**config.mk**
```make
export PLATFORM = sky130hd
export DESIGN_NAME = icache_ctrl
export DESIGN_NICKNAME = d
export VERILOG_FILES = /design/src/rtl/icache_ctrl_pkg.sv /design/src/rtl/icache_array.sv /design/src/rtl/icache_ctrl.sv
export SDC_FILE = /design/constraint.sdc
export NUM_CORES = 2
export LEC_CHECK = 0
export ABC_AREA = 1
export CORE_ASPECT_RATIO = 1.25
export CORE_UTILIZATION = 50
export CTS_CLUSTER_DIAMETER = 80
export DETAILED_ROUTE_END_ITERATION = 8
export MAX_ROUTING_LAYER = met4
export PLACE_DENSITY = 0.66
export SLEW_MARGIN = 10
export SYNTH_ARGS = -nofsm -noshare
export SYNTH_HDL_FRONTEND = slang
export SYNTH_SLANG_ARGS = --single-unit
```
**constraint.sdc**
```tcl
create_clock -name clk -period 8.4 [get_ports clk]
set_input_delay 2.52 -clock clk [delete_from_list [all_inputs] [get_ports clk]]
set_output_delay 2.52 -clock clk [all_outputs]
set_load 0.005 [all_outputs]
```
**src/rtl/icache_ctrl_pkg.sv**
```systemverilog
// Shared types and constants for the direct-mapped instruction cache.
package icache_ctrl_pkg;

    // Controller states: lookup, request issued, waiting on memory, line write.
    typedef enum logic [1:0] {
        ST_IDLE = 2'd0,
        ST_REQ  = 2'd1,
        ST_WAIT = 2'd2,
        ST_FILL = 2'd3
    } state_t;

    localparam int WORD_W  = 16;
    localparam int LINE_W  = 64;
    localparam int ADDR_W  = 16;
    localparam int LADDR_W = 14;

    localparam logic [WORD_W-1:0] NOP_INSTR_DEF = 16'h0000;

endpackage

```
**src/rtl/icache_array.sv**
```systemverilog
// Tag, valid and data storage for the instruction cache.
// Reads are asynchronous; writes and the valid clear take effect on the clock edge.
module icache_array
    import icache_ctrl_pkg::*;
#(
    parameter int LINES = 32,
    parameter int IW    = $clog2(LINES),
    parameter int TW    = LADDR_W - IW
) (
    input  logic              clk,
    input  logic              rst,
    input  logic [IW-1:0]     rd_idx,
    output logic              rd_valid,
    output logic [TW-1:0]     rd_tag,
    output logic [LINE_W-1:0] rd_line,
    input  logic              wr_en,
    input  logic [IW-1:0]     wr_idx,
    input  logic [TW-1:0]     wr_tag,
    input  logic [LINE_W-1:0] wr_line,
    input  logic              clr_all
);

    logic [LINES-1:0]  valid;
    logic [TW-1:0]     tag_mem  [LINES];
    logic [LINE_W-1:0] data_mem [LINES];

    // Valid bits: a global clear beats a same-edge line write.
    always_ff @(posedge clk) begin
        if (rst) begin
            valid <= '0;
        end else if (clr_all) begin
            valid <= '0;
        end else if (wr_en) begin
            valid[wr_idx] <= 1'b1;
        end
    end

    // Tag and data are not reset; they are only meaningful behind a set valid bit.
    always_ff @(posedge clk) begin
        if (wr_en) begin
            tag_mem[wr_idx]  <= wr_tag;
            data_mem[wr_idx] <= wr_line;
        end
    end

    assign rd_valid = valid[rd_idx];
    assign rd_tag   = tag_mem[rd_idx];
    assign rd_line  = data_mem[rd_idx];

endmodule

```
**src/rtl/icache_ctrl.sv**
```systemverilog
// Direct-mapped instruction cache on the fetch path. Hits return the word in the
// same cycle; misses stall fetch and pull one 64-bit line from backing memory.
//
// Memory handshake: mem_re rises in REQ and stays high, with mem_addr unchanged,
// until a cycle where mem_rdy is high while mem_re is high; that cycle transfers
// mem_rdata and completes the request. mem_rdy seen while mem_re is low is ignored,
// and at most one request is ever outstanding.
module icache_ctrl
    import icache_ctrl_pkg::*;
#(
    parameter int                LINES     = 32,
    parameter int                WPL       = 4,
    parameter logic [WORD_W-1:0] NOP_INSTR = NOP_INSTR_DEF
) (
    input  logic              clk,
    input  logic              rst,
    input  logic [15:0]       if_addr,
    input  logic              if_rd_en,
    input  logic              inval,
    output logic [15:0]       instr,
    output logic              instr_vld,
    output logic              stall,
    output logic [13:0]       mem_addr,
    output logic              mem_re,
    input  logic [LINE_W-1:0] mem_rdata,
    input  logic              mem_rdy,
    output state_t            dbg_state
);

    localparam int IW = $clog2(LINES);
    localparam int OW = $clog2(WPL);
    localparam int TW = ADDR_W - IW - OW;

    state_t            state;
    state_t            state_nxt;
    logic [OW-1:0]     offset;
    logic [IW-1:0]     index;
    logic [TW-1:0]     tag;
    logic              rd_valid;
    logic [TW-1:0]     rd_tag;
    logic [LINE_W-1:0] rd_line;
    logic [WORD_W-1:0] words [WPL];
    logic              hit;
    logic              miss;
    logic              wr_en;
    logic              clr_all;
    logic              inval_pend;
    logic [LINE_W-1:0] line_buf;
    logic              in_mem;

    assign offset = if_addr[OW-1:0];
    assign index  = if_addr[IW+OW-1:OW];
    assign tag    = if_addr[ADDR_W-1:IW+OW];

    assign in_mem = (state == ST_REQ) || (state == ST_WAIT);
    assign hit    = if_rd_en && rd_valid && (rd_tag == tag) && (state == ST_IDLE);
    assign miss   = if_rd_en && !hit && (state == ST_IDLE);

    assign dbg_state = state;

    icache_array #(
        .LINES (LINES),
        .IW    (IW),
        .TW    (TW)
    ) u_array (
        .clk      (clk),
        .rst      (rst),
        .rd_idx   (index),
        .rd_valid (rd_valid),
        .rd_tag   (rd_tag),
        .rd_line  (rd_line),
        .wr_en    (wr_en),
        .wr_idx   (mem_addr[IW-1:0]),
        .wr_tag   (mem_addr[LADDR_W-1:IW]),
        .wr_line  (line_buf),
        .clr_all  (clr_all)
    );

    // Split the stored line into its words for the offset mux.
    always_comb begin
        for (int w = 0; w < WPL; w++) begin
            words[w] = rd_line[w*WORD_W +: WORD_W];
        end
    end

    // State register.
    always_ff @(posedge clk) begin
        if (rst) begin
            state <= ST_IDLE;
        end else begin
            state <= state_nxt;
        end
    end

    // Next-state logic: a miss starts a fill, memory ready moves to the line write.
    always_comb begin
        state_nxt = state;
        case (state)
            ST_IDLE:          if (miss) state_nxt = ST_REQ;
            ST_REQ, ST_WAIT:  state_nxt = mem_rdy ? ST_FILL : ST_WAIT;
            ST_FILL:          state_nxt = ST_IDLE;
            default:          state_nxt = ST_IDLE;
        endcase
    end

    // Outputs: fetch response, memory request, and array write/clear strobes.
    always_comb begin
        instr     = NOP_INSTR;
        instr_vld = 1'b0;
        stall     = 1'b0;
        mem_re    = 1'b0;
        wr_en     = 1'b0;
        clr_all   = 1'b0;
        case (state)
            ST_IDLE: begin
                stall     = miss;
                instr_vld = hit;
                if (hit) instr = words[offset];
                clr_all   = inval;
            end
            ST_REQ, ST_WAIT: begin
                stall  = 1'b1;
                mem_re = 1'b1;
            end
            ST_FILL: begin
                stall   = 1'b1;
                wr_en   = 1'b1;
                // An invalidate seen during the fill also wipes the line just written.
                clr_all = inval || inval_pend;
            end
            default: ;
        endcase
    end

    // Miss address latch and invalidate deferred until the fill completes.
    always_ff @(posedge clk) begin
        if (rst) begin
            mem_addr   <= '0;
            inval_pend <= 1'b0;
        end else begin
            if (miss) mem_addr <= if_addr[ADDR_W-1:OW];
            if (in_mem) begin
                inval_pend <= inval_pend || inval;
            end else if (state == ST_FILL) begin
                inval_pend <= 1'b0;
            end
        end
    end

    // Capture the returned line on the handshake cycle.
    always_ff @(posedge clk) begin
        if (in_mem && mem_rdy) line_buf <= mem_rdata;
    end

endmodule

```
## Word level (Yosys, flattened, before mapping)

Memories as Yosys holds them, arrays and structs flattened.
Cells that the tools add are included.

| operators by class | value |
|---|---|
| equality and inequality tests | 5 |
| mux-type cells | 21 |
| order comparisons | 4 |
| bitwise logic cells | 2 |
| reductions and logical operators | 15 |

Operators by type and width:

| operator | number |
|---|---|
| 16-bit two-way mux | 4 |
| 16-bit binary-select mux with 2-bit select | 1 |
| 32-bit OR | 1 |
| 5-bit by 6-bit < comparator with 1-bit output, second input constant | 2 |
| 1-bit two-way mux | 10 |
| 9-bit equality test | 1 |
| 1-bit logical AND | 7 |
| 2-bit case mux with 3 select lines | 1 |
| 1-bit binary-select mux with 5-bit select | 1 |
| 1-bit demux with 5-bit select | 1 |
| 5-bit by 1-bit greater-or-equal comparator with 1-bit output, second input constant | 1 |
| 2-bit equality test, second input constant | 2 |
| 1-bit case mux with 2 select lines | 2 |
| 2-bit OR reduction | 2 |
| 3-bit greater-or-equal comparator, second input constant | 1 |
| 2-bit NOT with 3-bit output | 1 |
| 3-bit OR reduction | 1 |
| 2-bit by 1-bit equality test with 1-bit output, second input constant | 1 |
| 2-bit logical NOT | 1 |
| 1-bit logical OR | 2 |
| 2-bit two-way mux | 1 |
| 2-bit inequality test, second input constant | 1 |
| 2-bit nonzero test | 1 |
| 1-bit logical NOT | 1 |

| storage, ports and cells | value |
|---|---|
| output and inout port bits | 35 |
| flip-flop bits (word level) | 113 |
| RAM bits | 2336 |
| input bits | 85 |
| memories | 2 |
| logic and storage cells | 54 |

Memory list:

| memory | words | bits a word | read ports | clocked after Yosys merged registers in | write ports | RTL line | RTL |
|---|---|---|---|---|---|---|---|
| u_array.data_mem | 32 | 64 | 1 | 0 | 1 | icache_array.sv:25 | `logic [LINE_W-1:0] data_mem [LINES];` |
| u_array.tag_mem | 32 | 9 | 1 | 0 | 1 | icache_array.sv:24 | `logic [TW-1:0] tag_mem [LINES];` |

## Logic depth before layout (Yosys ltp)

| depth | value |
|---|---|
| depth after elaboration | 10 |
| gate-level depth with buffers | 19 |
| gate-level depth less buffers | 17 |

## By module

From an unflattened synthesis, not the netlist that was laid out.

| unflattened totals | value |
|---|---|
| cell total of the unflattened synthesis | 8121 |
| area, all modules | 98097.8 sq um |

Modules (own cells, without submodules):

| module | area an instance (sq um) | seq. area each (sq um) | cells each | times used |
|---|---|---|---|---|
| icache_array | 94704.6 | 70787.9 | 7780 | 1 |
| icache_ctrl | 3393.3 | 2262.2 | 341 | 1 |

## Worst setup path after synthesis

Ideal clock, no wire load.

| timing | value |
|---|---|
| path type | input-to-output |
| start | input if_addr[3] |
| end | output instr[13] |
| arrival | 4.202 ns |
| path slack | 1.678 ns |
| data required time | 5.880 ns |
| path buffers | 6 |
| stages on the path | 13 |
| path through | buf_4 inv_4 buf_6 buf_6 buf_2 buf_4 buf_2 a21oi_1 a221oi_1 o211ai_1 nand3_1 nand3_1 a21oi_1 |

| between the ends | value |
|---|---|
| longest elaborated chain between the ends | 7 |
| elaborated cells between the ends (all ways) | 13 |
| those cells by class | eq/ne: 1; mux: 7; reduce/logical: 3; memory: 2 |

RTL lines:

| item | RTL line | RTL |
|---|---|---|
| start: declaration | icache_ctrl.sv:17 | `input logic [15:0] if_addr,` |
| parallel branches: the longest is 5 deep, another holds memory read 32 x 64 bit | - |  |
| 16-bit two-way mux (*) | icache_ctrl.sv:118 | `if (hit) instr = words[offset];` |
| 16-bit two-way mux (*) | icache_ctrl.sv:114 | `case (state)` |
| end: declaration | icache_ctrl.sv:20 | `output logic [15:0] instr,` |

Mark *: on every way between the ends. The select of a mux whose other input is x is not followed.

## Worst setup path after layout

| timing | value |
|---|---|
| start | input if_addr[2] |
| end | output instr[13] |

The elaborated chain is that of the path after synthesis.

==> impl_metrics.py <==
metrics = {
    "cts": {
        "postCtsHoldBufs": 0,
        "clkTransAtPathRegs_ns": 0.07,
        "clk_path_buf_depth": 3,
        "post_cts_resize_count": 0,
        "post_cts_buffers": 0,
        "numClockSinks": 2449,
        "clkLatencyLatePin_ns": 0.88,
        "cts_buffers": 223,
        "cts_tree": "built",
        "cts_root_buf": "clkbuf_16",
        "cts_htree_levels": 4,
    },
    "cells_and_area": {
        "drive_gt1_share_pct": 8.11,
        "utilization_pct": 56.7,
        "syn_to_final_growth_pct": 12.2,
        "nets": 7361,
    },
    "floorplanning": {
        "die_h_microns": 493,
        "die_w_microns": 395,
        "start_util_pct": 50.5,
        "ios": 120,
        "die_area_sq_um": 195000,
        "coreArea_sq_um": 191000,
        "rows": 179,
    },
    "power": {
        "ir_worst_vdd_v": 0.000312,
        "p_per_area_nw_per_um2": 244,
        "total_leakage_power_uw": 0.0356,
        "finalPower_uw": 26400,
    },
    "place": {
        "hpwl_mm": 142,
        "dp_slack_ns": 0.207,
        "portBuffers": 119,
        "place.gp.congestion": 0.839,
    },
    "sta": {
        "fmax_mhz": 122,
        "setup_ws_ns": 0.170,
        "finalSetupViolations": 0,
        "rsz0062_at_grt": "false",
        "finalCriticalPeriod_ns": 8.23,
        "tightest_slew_ns": 1.34,
        "hold_viol": 0,
        "fin_crit_sh_pct": 98.0,
        "fin_skew_ns": 0.0269,
        "slew_headroom_pct": 10.5,
        "report.final.slew_viol_count": 0,
        "setup_tns_ns": 0,
    },
    "critical_path": {
        "worstSetupStartpointType": "input port",
        "cp.arrival_ns": 5.71,
        "reg2reg_slack_ns": 4.44,
        "required_ns": 5.88,
        "rr_startpoint": "dbg_state[0]",
        "crit_fanout": 88,
        "cpMaxStageDelayCell": "clkdlybuf4s50_1",
        "rr_worst_depth": 7,
        "crit_path_end_kind": "output port",
        "path_buf_inv": 8,
        "crit_chain": "buf_8 -> clkinv_16 -> buf_12 -> buf_12 -> buf_12 -> buf_4 -> nand2_1 -> a221o_1 -> o211ai_1 -> nand3_1 -> nand3_1 -> nand3_1 -> a21oi_1 -> buf_4 -> clkdlybuf4s50_1",
        "critPathKind": "in -> out",
        "critical_path.top_delay_family": "buffers and inverters",
        "cpPeakStageDelay_ns": 0.49,
        "reg2reg_to": "u_array.data_mem[5][16]",
    },
    "routing": {
        "drt_iter0_markers": 8070,
        "avgRoutedWirePerCell_microns": 28.4,
        "drc_errors": 0,
        "vias": 63200,
        "detail_route.first_pass.iterations": 6,
        "final_antenna_net_count": 0,
        "via_per_inst": 6.32,
        "wirelength_mm": 284,
    },
    "logic_synthesis": {
        "yosysWarnings": 0,
        "syn-cell-area_sq_um": 96500,
        "ys_types": 35,
        "yosysSeqAreaShare_pct": 75.7,
        "avgSynthCellArea_sq_um": 13.4,
        "synth_seq_cells": 2449,
        "postSynthCellCount": 7208,
        "syn_nets": 7296,
    },
    "min_path": {
        "hold_path_class": "reg -> reg",
        "hold_end": "u_array.valid[26]",
        "min_delay_path_depth": 2,
        "worstHoldStart": "u_array.valid[26]",
    },
    "global_routing": {
        "grt_start_max_net_pins": 117,
        "first_global_vias": 60400,
        "grt-ovfl-total": 0,
        "grt_usage_pct": 29.5,
        "antenna_found_initial": 9,
        "grt_pass1_wl_mm": 407,
    },
    "flow_run": {
        "drv_cap": 0,
    },
    "status": {
        "status": "finished, final reports clean",
    },
}
## worst min-delay path, delay by kind of cell, from the launching register on
family,cells,cell delay [ns]
simple gates,2,0.13
flops,1,0.33
## cells in the final DEF, fill, tap and decap left out, types with 3 or more instances in the layout
cell,instances
nand3_1,642
a32o_1,171
edfxtp_1,2400
nor2_4,32
buf_4,174
clkinv_1,60
bufinv_16,13
o21ai_0,314
clkinv_4,5
clkinv_2,34
clkinvlp_4,4
buf_8,3
diode_2,7
dfxtp_1,49
clkbuf_8,7
o21ai_1,6
clkdlybuf4s50_1,112
a221oi_1,111
a221o_1,74
ha_1,3
a21oi_2,5
nor2_1,280
nand2_1,1707
nand3b_1,4
o22ai_1,126
inv_16,4
buf_12,70
clkbuf_1,51
o211ai_1,117
clkbuf_16,225
inv_8,3
nand4_1,3
clkinv_8,4
nor3_1,13
a21oi_1,579
inv_6,8
inv_1,30
## synth_stat cells, drive strengths merged
library cell,number,area share (%)
a21oi,584,3.0
a221o,74,0.77
a221oi,111,1.0
a32o,171,1.8
buf,362,2.1
clkbuf,162,0.63
clkinv,2,0.0078
dfxtp,49,1.0
edfxtp,2400,75
ha,3,0.039
inv,36,0.15
nand2,1708,6.7
nand3,643,3.3
nand3b,4,0.031
nand4,3,0.019
nor2,313,1.2
nor3,13,0.067
nor3b,1,0.013
o211ai,117,0.91
o21ai,320,1.7
o21bai,1,0.0078
o22ai,126,0.82
o311ai,4,0.036
o31ai,1,0.0078
## state kept, by name (all words and copies together), names as in the netlist
register	flops
u_array.tag_mem	288
u_array.valid	32
dbg_state	2
inval_pend	1
line_buf	64
u_array.data_mem	2048
mem_addr	14
## how the worst max path moves through the flow
| stage | startpoint | to | slack (ns) | cells after the start |
|---|---|---|---|---|
| detailed placement | if_addr[2] | instr[14] | 0.21 | 15 |
| finish | if_addr[2] | instr[13] | 0.17 | 15 |
| CTS | if_addr[2] | instr[13] | 0.21 | 15 |
| global route | if_addr[2] | instr[1] | 0.006 | 12 |
| floorplan | if_addr[3] | instr[13] | 1.68 | 13 |
| global placement | if_addr[2] | instr[14] | 0.22 | 15 |
## per-stage QoR
step / cell area [sq um] / std cells / hold slack [ns]
floorplan: 96500 / 7208 / 0.455
CTS: 108000 / 9996 / 0.488
finish: 108000 / 10000 / 0.489
global route: 108000 / 10000 / 0.515
detailed placement: 101000 / 9582 / 0.472
global placement: 101000 / 9582 / 0.463
## logic make-up after synthesis
| logic type | Yosys count | share of synthesized area, % |
|---|---|---|
| buffers and inverters | 562 | 2.84 |
| AND/OR/NAND/NOR | 2685 | 11.3 |
| AO/OA/AOI/OAI | 1509 | 10.0 |
| adder cells (fa/ha/maj) | 3 | 0.0389 |
| flip-flops | 2449 | 75.7 |
## layer usage
| metal | wire, microns | track usage, % |
|---|---|---|
| met2 | 138000 | 47.6 |
| met3 | 26500 | 4.17 |
| met5 | 0 | - |
| met1 | 108000 | 38.2 |
| met4 | 12000 | 11.4 |
## final cells by class
cell class / count / area (sq um)
Inverter: 38 / 205
Antenna cell: 7 / 17.5
Fill cell: 14800 / 82800
Sequential cell: 2449 / 73100
Timing Repair Buffer: 364 / 3920
Tap cell: 2534 / 3170
Multi-Input combinational cell: 4197 / 20900
Clock inverter: 132 / 1070
Clock buffer: 282 / 5900
## power by group
part	switching (uW)	internal [uW]
clock network	4460	5370
logic	1160	513
registers	654	14300
(Power assumes the default switching activity.)
